`config.mk`:
```
export PLATFORM = sky130hd
export DESIGN_NAME = if_fetch_ctrl
export DESIGN_NICKNAME = d
export VERILOG_FILES = /design/src/rtl/if_fetch_ctrl_pkg.sv /design/src/rtl/if_fetch_ctrl_fetch_fifo.sv /design/src/rtl/if_fetch_ctrl.sv
export SDC_FILE = /design/constraint.sdc
export NUM_CORES = 1
export LEC_CHECK = 0
export ABC_AREA = 1
export BUFFER_PORTS_ARGS = -buffer_cell sky130_fd_sc_hd__buf_2
export CAP_MARGIN = 10
export CORE_ASPECT_RATIO = 0.75
export CORE_MARGIN = 2
export CORE_UTILIZATION = 57
export CTS_BUF_LIST = sky130_fd_sc_hd__clkbuf_16
export DETAILED_ROUTE_END_ITERATION = 7
export PLACE_DENSITY = 0.8
export SYNTH_ARGS = -nofsm -noshare
export SYNTH_HDL_FRONTEND = slang
export SYNTH_HIERARCHICAL = 1
export SYNTH_SLANG_ARGS = --single-unit
export TNS_END_PERCENT = 1
```
`constraint.sdc`:
```
create_clock -name clk -period 6.3 [get_ports clk]
set_input_delay 1.26 -clock clk [delete_from_list [all_inputs] [get_ports clk]]
set_output_delay 1.26 -clock clk [all_outputs]
set_load 0.005 [all_outputs]
```
`src/rtl/if_fetch_ctrl_pkg.sv`:
```
// Shared constants, state encoding and FIFO entry layout for the instruction-fetch sequencer.
// The address-legality rule lives here so every user applies the same bounds.
package if_fetch_ctrl_pkg;

    localparam logic [31:0] RESET_PC_DEF   = 32'h0000_3000;
    localparam logic [31:0] IM_BASE_DEF    = 32'h0000_3000;
    localparam int unsigned IM_WORDS_DEF   = 4096;
    localparam int unsigned FIFO_DEPTH_DEF = 2;
    localparam logic [31:0] NOP            = 32'h0000_0000;

    typedef enum logic {
        ST_RUN   = 1'b0,
        ST_FAULT = 1'b1
    } fetch_state_e;

    typedef struct packed {
        logic        adel;
        logic [31:0] pc;
        logic [31:0] instr;
    } fetch_entry_t;

    // The upper bound is widened to 33 bits so a window ending at 2^32 still compares correctly.
    function automatic logic addr_bad(input logic [31:0] pc,
                                      input logic [31:0] base,
                                      input int unsigned words);
        logic [32:0] limit;
        limit = {1'b0, base} + (33'(words) << 2);
        return (pc[1:0] != 2'b00) | (pc < base) | ({1'b0, pc} >= limit);
    endfunction

endpackage

```
`src/rtl/if_fetch_ctrl_fetch_fifo.sv`:
```
// Synchronous fetch queue with a registered head.
// The head holds its last value when the queue drains or is flushed.
module fetch_fifo
    import if_fetch_ctrl_pkg::*;
#(
    parameter int unsigned DEPTH = FIFO_DEPTH_DEF
) (
    input  logic                       clk,
    input  logic                       reset,
    input  logic                       push,
    input  logic                       pop,
    input  logic                       flush,
    input  fetch_entry_t               din,
    output fetch_entry_t               dout,
    output logic [$clog2(DEPTH):0]     count
);

    localparam int unsigned PTR_W = $clog2(DEPTH);
    localparam logic [PTR_W:0] FULL = (PTR_W + 1)'(DEPTH);

    fetch_entry_t     mem_q [DEPTH];
    fetch_entry_t     dout_q, dout_d;
    logic [PTR_W-1:0] rd_q, rd_d, wr_q, wr_d;
    logic [PTR_W:0]   cnt_q, cnt_d;
    logic             pop_eff, push_eff;

    always_comb begin
        pop_eff  = pop & (cnt_q != '0);
        push_eff = push & ~flush & ((cnt_q < FULL) | pop_eff);
        rd_d     = rd_q;
        wr_d     = wr_q;
        cnt_d    = cnt_q;
        dout_d   = dout_q;
        if (flush) begin
            rd_d  = '0;
            wr_d  = '0;
            cnt_d = '0;
        end else begin
            if (pop_eff)  rd_d = rd_q + 1'b1;
            if (push_eff) wr_d = wr_q + 1'b1;
            cnt_d = cnt_q + (PTR_W + 1)'(push_eff) - (PTR_W + 1)'(pop_eff);
            // Preload next cycle's head, bypassing storage when the new head is being written now.
            if (cnt_d != '0) begin
                dout_d = (push_eff && (rd_d == wr_q)) ? din : mem_q[rd_d];
            end
        end
    end

    always_ff @(posedge clk) begin
        if (reset) begin
            rd_q   <= '0;
            wr_q   <= '0;
            cnt_q  <= '0;
            dout_q <= '0;
        end else begin
            rd_q   <= rd_d;
            wr_q   <= wr_d;
            cnt_q  <= cnt_d;
            dout_q <= dout_d;
        end
    end

    always_ff @(posedge clk) begin
        if (push_eff) mem_q[wr_q] <= din;
    end

    assign dout  = dout_q;
    assign count = cnt_q;

endmodule

```
`src/rtl/if_fetch_ctrl.sv`:
```
// Instruction-fetch sequencer: owns the fetch PC, queues {pc, instr, adel} for decode,
// absorbs stalls, follows redirects and parks in FAULT after fetching an illegal address.
module if_fetch_ctrl
    import if_fetch_ctrl_pkg::*;
#(
    parameter logic [31:0] RESET_PC   = RESET_PC_DEF,
    parameter logic [31:0] IM_BASE    = IM_BASE_DEF,
    parameter int unsigned IM_WORDS   = IM_WORDS_DEF,
    parameter int unsigned FIFO_DEPTH = FIFO_DEPTH_DEF
) (
    input  logic        clk,
    input  logic        reset,
    output logic [31:0] im_pc,
    input  logic [31:0] im_instr,
    input  logic        redirect_valid,
    input  logic [31:0] redirect_pc,
    output logic        out_valid,
    input  logic        out_ready,
    output logic [31:0] out_instr,
    output logic [31:0] out_pc,
    output logic        out_adel
);

    localparam int unsigned CNT_W = $clog2(FIFO_DEPTH) + 1;
    localparam logic [CNT_W-1:0] FULL = CNT_W'(FIFO_DEPTH);

    logic [31:0]      pc_q, pc_d;
    fetch_state_e     state_q, state_d;
    logic             bad, room, pop, push;
    logic [CNT_W-1:0] fifo_count;
    fetch_entry_t     fifo_din, fifo_dout;

    assign bad       = addr_bad(pc_q, IM_BASE, IM_WORDS);
    assign out_valid = (fifo_count != '0);
    assign pop       = out_valid & out_ready;
    assign room      = (fifo_count < FULL) | pop;

    always_ff @(posedge clk) begin
        if (reset) begin
            pc_q    <= RESET_PC;
            state_q <= ST_RUN;
        end else begin
            pc_q    <= pc_d;
            state_q <= state_d;
        end
    end

    // A redirect wins over fetching and also flushes the queue through the FIFO's flush input.
    always_comb begin
        pc_d           = pc_q;
        state_d        = state_q;
        push           = 1'b0;
        fifo_din.adel  = bad;
        fifo_din.pc    = pc_q;
        fifo_din.instr = bad ? NOP : im_instr;
        if (redirect_valid) begin
            pc_d    = redirect_pc;
            state_d = ST_RUN;
        end else if ((state_q == ST_RUN) && room) begin
            push = 1'b1;
            if (bad) begin
                state_d = ST_FAULT;
            end else begin
                pc_d = pc_q + 32'd4;
            end
        end
    end

    fetch_fifo #(
        .DEPTH (FIFO_DEPTH)
    ) u_fifo (
        .clk   (clk),
        .reset (reset),
        .push  (push),
        .pop   (pop),
        .flush (redirect_valid),
        .din   (fifo_din),
        .dout  (fifo_dout),
        .count (fifo_count)
    );

    assign im_pc     = pc_q;
    assign out_instr = fifo_dout.instr;
    assign out_pc    = fifo_dout.pc;
    assign out_adel  = fifo_dout.adel;

endmodule

```
==> results of run 1 <==
[flip-flops by register name, indices dropped and copies added (netlist names)]
signal / flops
u_fifo/mem_q: 130
u_fifo/dout: 65
im_pc: 32
u_fifo/count: 2
state_q: 1
u_fifo/rd_q: 1
u_fifo/wr_q: 1
[cells in the final DEF (no fill, tap or decap)]
| master | n |
|---|---|
| nand2_1 | 408 |
| inv_1 | 204 |
| nand3_1 | 170 |
| buf_2 | 164 |
| edfxtp_1 | 130 |
| dfxtp_1 | 102 |
| a21oi_1 | 93 |
| nor2_1 | 81 |
| clkbuf_16 | 23 |
| buf_4 | 10 |
| o21ai_0 | 8 |
| clkinv_1 | 7 |
| nand2_2 | 6 |
| nand3_2 | 6 |
| xor2_1 | 4 |
| ha_1 | 4 |
| inv_2 | 3 |
| nor3_1 | 3 |
| or2_2 | 3 |
| nand3b_1 | 2 |
| xnor2_1 | 2 |
| nor2_4 | 2 |
| nor2_2 | 1 |
| nand4_1 | 1 |
| a31oi_1 | 1 |
| inv_6 | 1 |
| o21ai_2 | 1 |
| a21oi_4 | 1 |
| buf_12 | 1 |
[through the flow]
stage,instance area [um2],power (mW)
6_report,12100,3.22
2_1_floorplan,10800,1.94
3_3_place_gp,11400,2.04
4_1_cts,12100,3.23
5_1_grt,12100,3.33
3_5_place_dp,11400,2.04
[cell families after synthesis]
family	Yosys count	synth area share, %
AND/OR/NAND/NOR	683	26.3
buffers and inverters	301	12.6
flip-flops	232	55.2
AO/OA/AOI/OAI	104	4.91
XOR/XNOR	6	0.488
adder cells (fa/ha/maj)	4	0.465
[metal layers]
metal	global-route usage, %	wire length, um	vias up	part of all wire [%]
li1	-	-	4350	-
met1	35.6	11300	4048	43
met2	41.6	11600	406	45
met3	4.23	2520	51	9.7
met4	8.08	650	0	2.5
met5	0	0	-	0
[worst max path at each step]
stage	end	slack, ns	start
after global placement	u_fifo/dout[21]$_SDFFE_PP0P_	1.86	out_ready
after floorplan	u_fifo/mem_q[1][0]$_DFFE_PP_	0.81	redirect_valid
after global routing	u_fifo/dout[13]$_SDFFE_PP0P_	2.05	out_ready
final	u_fifo/dout[49]$_SDFFE_PP0P_	2.22	out_ready
after detailed placement	u_fifo/dout[18]$_SDFFE_PP0P_	1.75	out_ready
after CTS	u_fifo/dout[50]$_SDFFE_PP0P_	2.26	out_ready
[worst register-to-register path, stage by stage (launching register included)]
cell     delay, ns
dfxtp_1       0.54
inv_1         0.10
a21oi_1       0.33
o21ai_2       0.18
a21oi_4       0.16
buf_4         0.67
nand3_2       0.82
buf_4         0.54
nand2_1       0.15
nand3_1       0.07
nand2_1       0.07
inv_1         0.04
[power breakdown]
part | switching, mW | internal (mW) | total (mW)
Combinational | 0.188 | 0.114 | 0.302
Sequential | 0.0534 | 1.66 | 1.71
Clock | 0.549 | 0.658 | 1.21
[layout make-up]
| cell class | instances | area (um2) |
|---|---|---|
| inverter | 197 | 739 |
| multi-input combinational | 797 | 3510 |
| fill | 1609 | 6440 |
| timing repair buffer | 175 | 916 |
| clock inverter | 18 | 72.6 |
| clock buffer | 23 | 576 |
| sequential | 232 | 5950 |
| tap | 247 | 309 |
==> flow_summary.yaml, run 1 <==
status:
  status: "complete, no violations"
timing:
  relSlewSlack_pct: 29.9
  setup_tns_ns: 0
  clock.fmax_mhz: 245
  rsz0062_at_grt: "false"
  worst_pin_slew_ns: 1.05
  setup_viol: 0
  period_needed_ns: 4.08
  skew_ns: 0.00943
  slew_viol_final: 0
  setup_slack_ns: 2.22
  period_share_pct: 64.8
  hold_viol_final: 0
  holdWs_ns: 0.473
yosys:
  ys_types: 27
  async_flop_share_pct: 0
  ys_top_cells_by_count: "nand2_1, inv_1, nand3_1"
  synthFlopType: "edfxtp_1"
  yosysSeqAreaShare_pct: 55.2
  netlist_area_um2: 10800
  syn-num-nets: 1402
  synth_most_common_cell: "nand2_1"
  synth_top_area_share_pct: 36.2
  yosys.area.top_type: "edfxtp_1"
  synth_cells: 1330
  synthTopCellsByArea: "edfxtp_1, dfxtp_1, nand2_1"
  syn_avg_cell_area_um2: 8.10
  yosys_register_bits: 232
  synth_edf_count: 130
  ys.warnings.count: 6
critical_path:
  crit_fanout: 67
  rr_worst_depth: 11
  critical_path_required_ns: 6.70
  critPathBufInv: 6
  endpoint_kind: "flip-flop"
  cp.arrival_ns: 4.48
  worstSetupPathType: "primary input to flip-flop"
  slowest_delay_ns: 0.81
  slowest_stage: "nand3_2"
  crit-reg2reg-capture: "u_fifo/dout[49]$_SDFFE_PP0P_"
  reg2reg_slack_ns: 2.51
  r2r-start: "u_fifo/count[1]$_SDFF_PP0_"
  cp_cell_sequence: "buf_2, inv_1, a21oi_1, inv_1, nor2_1, nand2_1, a21oi_4, buf_4, nand3_2, buf_4, nand2_1, nand3_1, nand2_1, inv_1"
  startpoint_type: "primary input"
  path_delay_family: "buffers and inverters"
  cp_num_cells: 14
global_route:
  grt_pass1_wl_um: 40400
  grt_max_degree: 90
  grt_usage_pct: 25.6
  grt_pass1_vias: 7963
  antenna_found_initial: 0
  overflow: 0
routing:
  viasPerCell: 5.24
  antenna_left: 0
  drc: 0
  dr.first_iter.drc_count: 868
  wl_um: 26000
  via_count: 8855
  drt-pass1-iter-count: 5
  wl_per_cell_um: 15.4
clock_network:
  post-cts-setup-buffer-count: 0
  numCtsBuffers: 23
  ctsResizeCount: 0
  ctsHtreeMaxLevel: 1
  cts_root_buf: "clkbuf_16"
  clk_pin_slew_ns: 0.06
  ctsLongestPathBuffers: 3
  clock_latency_ns: 0.50
  hold_buffers: 0
  clkSinkCount: 232
  cts_tree: "done"
pwr:
  ir_drop_mv: 0.219
  power_density_nw_per_um2: 267
  p_leak_nw: 5.77
cells_and_area:
  final_util_pct: 65.2
  fin_nets: 1498
  syn_to_final_growth_pct: 12.0
  layout-drive-gt1-share_pct: 15.4
  n_antenna_cell: 0
  final_cells: 1689
place:
  dpl.hpwl_um: 15700
  io_buffer_count: 165
  placed_cells: 1648
  gp_congestion: 0.815
  dp_slack_ns: 1.75
floorplan:
  row_count: 43
  die_x_um: 163
  ios: 166
  die_area_um2: 20000
  core_um2: 18500
  start_util_pct: 58.2
  die_y_um: 123
worst_hold_path:
  holdPathEnd: "state_q$_SDFFE_PP0P_"
  worstHoldPathType: "flip-flop to flip-flop"
  min_path_cells: 2
  holdCritStartpoint: "state_q$_SDFFE_PP0P_"
job:
  drv_cap: 0
Note: power is estimated with default switching activity, not from simulation.
==> run 2: changes to the inputs <==
--- a/config.mk
+++ b/config.mk
@@ -10,10 +10,10 @@
 export CAP_MARGIN = 10
 export CORE_ASPECT_RATIO = 0.75
 export CORE_MARGIN = 2
-export CORE_UTILIZATION = 57
+export CORE_UTILIZATION = 52
 export CTS_BUF_LIST = sky130_fd_sc_hd__clkbuf_16
 export DETAILED_ROUTE_END_ITERATION = 7
-export PLACE_DENSITY = 0.8
+export PLACE_DENSITY = 0.77
 export SYNTH_ARGS = -nofsm -noshare
 export SYNTH_HDL_FRONTEND = slang
 export SYNTH_HIERARCHICAL = 1
==> constraint.sdc (replaced) <==
create_clock -name clk -period 3.4 [get_ports clk]
set_input_delay 0.68 -clock clk [delete_from_list [all_inputs] [get_ports clk]]
set_output_delay 0.68 -clock clk [all_outputs]
set_load 0.005 [all_outputs]
==> flow_summary.yaml, run 2 (same netlist as run 1, synthesis figures left out) <==
critical_path:
  crit_fanout: 46
  slowest_stage: "dfxtp_1"
  critPathBufInv: 7
  path_delay_family: "buffers and inverters"
  startpoint_type: "flip-flop"
  endpoint_kind: "flip-flop"
  worstSetupPathType: "flip-flop to flip-flop"
  reg2reg_slack_ns: 0.49
  slowest_delay_ns: 0.57
  cp_cell_sequence: "inv_1, a21oi_1, o21ai_2, a21oi_4, inv_1, ha_1, inv_1, ha_1, inv_1, nand3_1, nand2_2, inv_2, buf_12, nand3_1, nand2_1, inv_1"
  crit_top_cell: "inv_1"
  critical_path_required_ns: 3.81
  cp.arrival_ns: 3.32
clock_network:
  clock_latency_ns: 0.51
  numCtsBuffers: 23
  clk_pin_slew_ns: 0.07
  clkSinkCount: 232
  ctsHtreeMaxLevel: 1
  cts_tree: "done"
  ctsResizeCount: 0
  ctsLongestPathBuffers: 3
  post-cts-setup-buffer-count: 0
  cts_root_buf: "clkbuf_16"
  hold_buffers: 0
floorplan:
  die_y_um: 129
  die_x_um: 170
  start_util_pct: 53.1
  row_count: 45
  core_um2: 20300
  ios: 166
  die_area_um2: 21900
timing:
  relSlewSlack_pct: 37.8
  clock.fmax_mhz: 344
  setup_slack_ns: 0.493
  period_share_pct: 85.5
  slew_viol_final: 0
  period_needed_ns: 2.91
  hold_viol_final: 0
  worst_pin_slew_ns: 0.931
  skew_ns: 0.0115
  rsz0062_at_grt: "false"
  setup_viol: 0
cells_and_area:
  final_common_cell: "nand2_1"
  largest_reg_flops: 130
  n_antenna_cell: 0
  layout-drive-gt1-share_pct: 16.5
  top_register: "u_fifo/mem_q"
  layout_common_cells: "nand2_1, inv_1, nand3_1, buf_2, edfxtp_1"
  fill_cells: 1756
  syn_to_final_growth_pct: 13.5
  fin_nets: 1511
place:
  dpl.hpwl_um: 16500
  io_buffer_count: 165
  gp_congestion: 0.815
  dp_slack_ns: 0.353
pwr:
  ir_drop_mv: 0.337
  power_mw: 6.08
  power_density_nw_per_um2: 498
  p_leak_nw: 5.84
job:
  drv_cap: 0
status:
  status: "complete, no violations"
global_route:
  antenna_found_initial: 0
  overflow: 0
  grt_pass1_vias: 7942
  grt_usage_pct: 24.0
  grt_pass1_wl_um: 41700
  grt_max_degree: 68
routing:
  wl_per_cell_um: 15.3
  via_count: 8786
  drt-pass1-iter-count: 5
  viasPerCell: 5.13
  drc: 0
  dr.first_iter.drc_count: 908
  wl_um: 26300
  antenna_left: 0
worst_hold_path:
  worstHoldPathType: "primary input to flip-flop"
## run 2: worst paths after layout
path / start / end / depth (start not counted)
hold / removal: redirect_pc[13] / im_pc[13]$_SDFFE_PP1P_ / 3
setup / recovery: u_fifo/count[1]$_SDFF_PP0_ / u_fifo/dout[9]$_SDFFE_PP0P_ / 16
setup reg to reg: u_fifo/count[1]$_SDFF_PP0_ / u_fifo/dout[9]$_SDFFE_PP0P_ / 16
hold reg to reg: state_q$_SDFFE_PP0P_ / state_q$_SDFFE_PP0P_ / 2
## run 2: layer usage
layer | GRT usage (%) | part of all wire [%] | routed length [um]
met2 | 38.4 | 45 | 11800
met1 | 34.3 | 45 | 11800
met4 | 6.49 | 2.1 | 545
met3 | 3.72 | 8.2 | 2160
met5 | 0 | 0 | 0
## run 2: worst register-to-register path: stages, from the launching register on
cell     delay (ns)
dfxtp_1        0.57
inv_1          0.10
a21oi_1        0.27
o21ai_2        0.15
a21oi_4        0.15
inv_1          0.12
ha_1           0.30
inv_1          0.04
ha_1           0.26
inv_1          0.04
nand3_1        0.08
nand2_2        0.09
inv_2          0.09
buf_12         0.24
nand3_1        0.19
nand2_1        0.08
inv_1          0.03
## run 2: per-stage QoR
step	area [um2]	utilization, %	hold WS (ns)	TNS (ns)	std cells
after global placement	11500	56.9	0.454	0	1672
after CTS	12200	60.3	0.401	0	1714
after global routing	12200	60.3	0.413	0	1714
final	12200	60.3	0.417	0	1714
after detailed placement	11500	56.9	0.470	0	1672
after floorplan	10800	-	0.438	-53.46	1330
## run 2: cell type report
type / count / area, um2 / share of cell area (%)
repair buffers: 188 / 1030 / 8.39
clock buffers: 23 / 576 / 4.71
well taps: 258 / 323 / 2.64
multi-input cells: 797 / 3510 / 28.7
flip-flops and latches: 232 / 5950 / 48.6
clock inverters: 19 / 113 / 0.921
inverters: 197 / 739 / 6.05
## run 2: where the power goes
part	leakage (nW)	total, mW	internal, mW	switching [mW]
clock network	0.361	2.35	1.30	1.04
logic	3.43	0.571	0.222	0.350
registers	2.05	3.17	3.08	0.0931
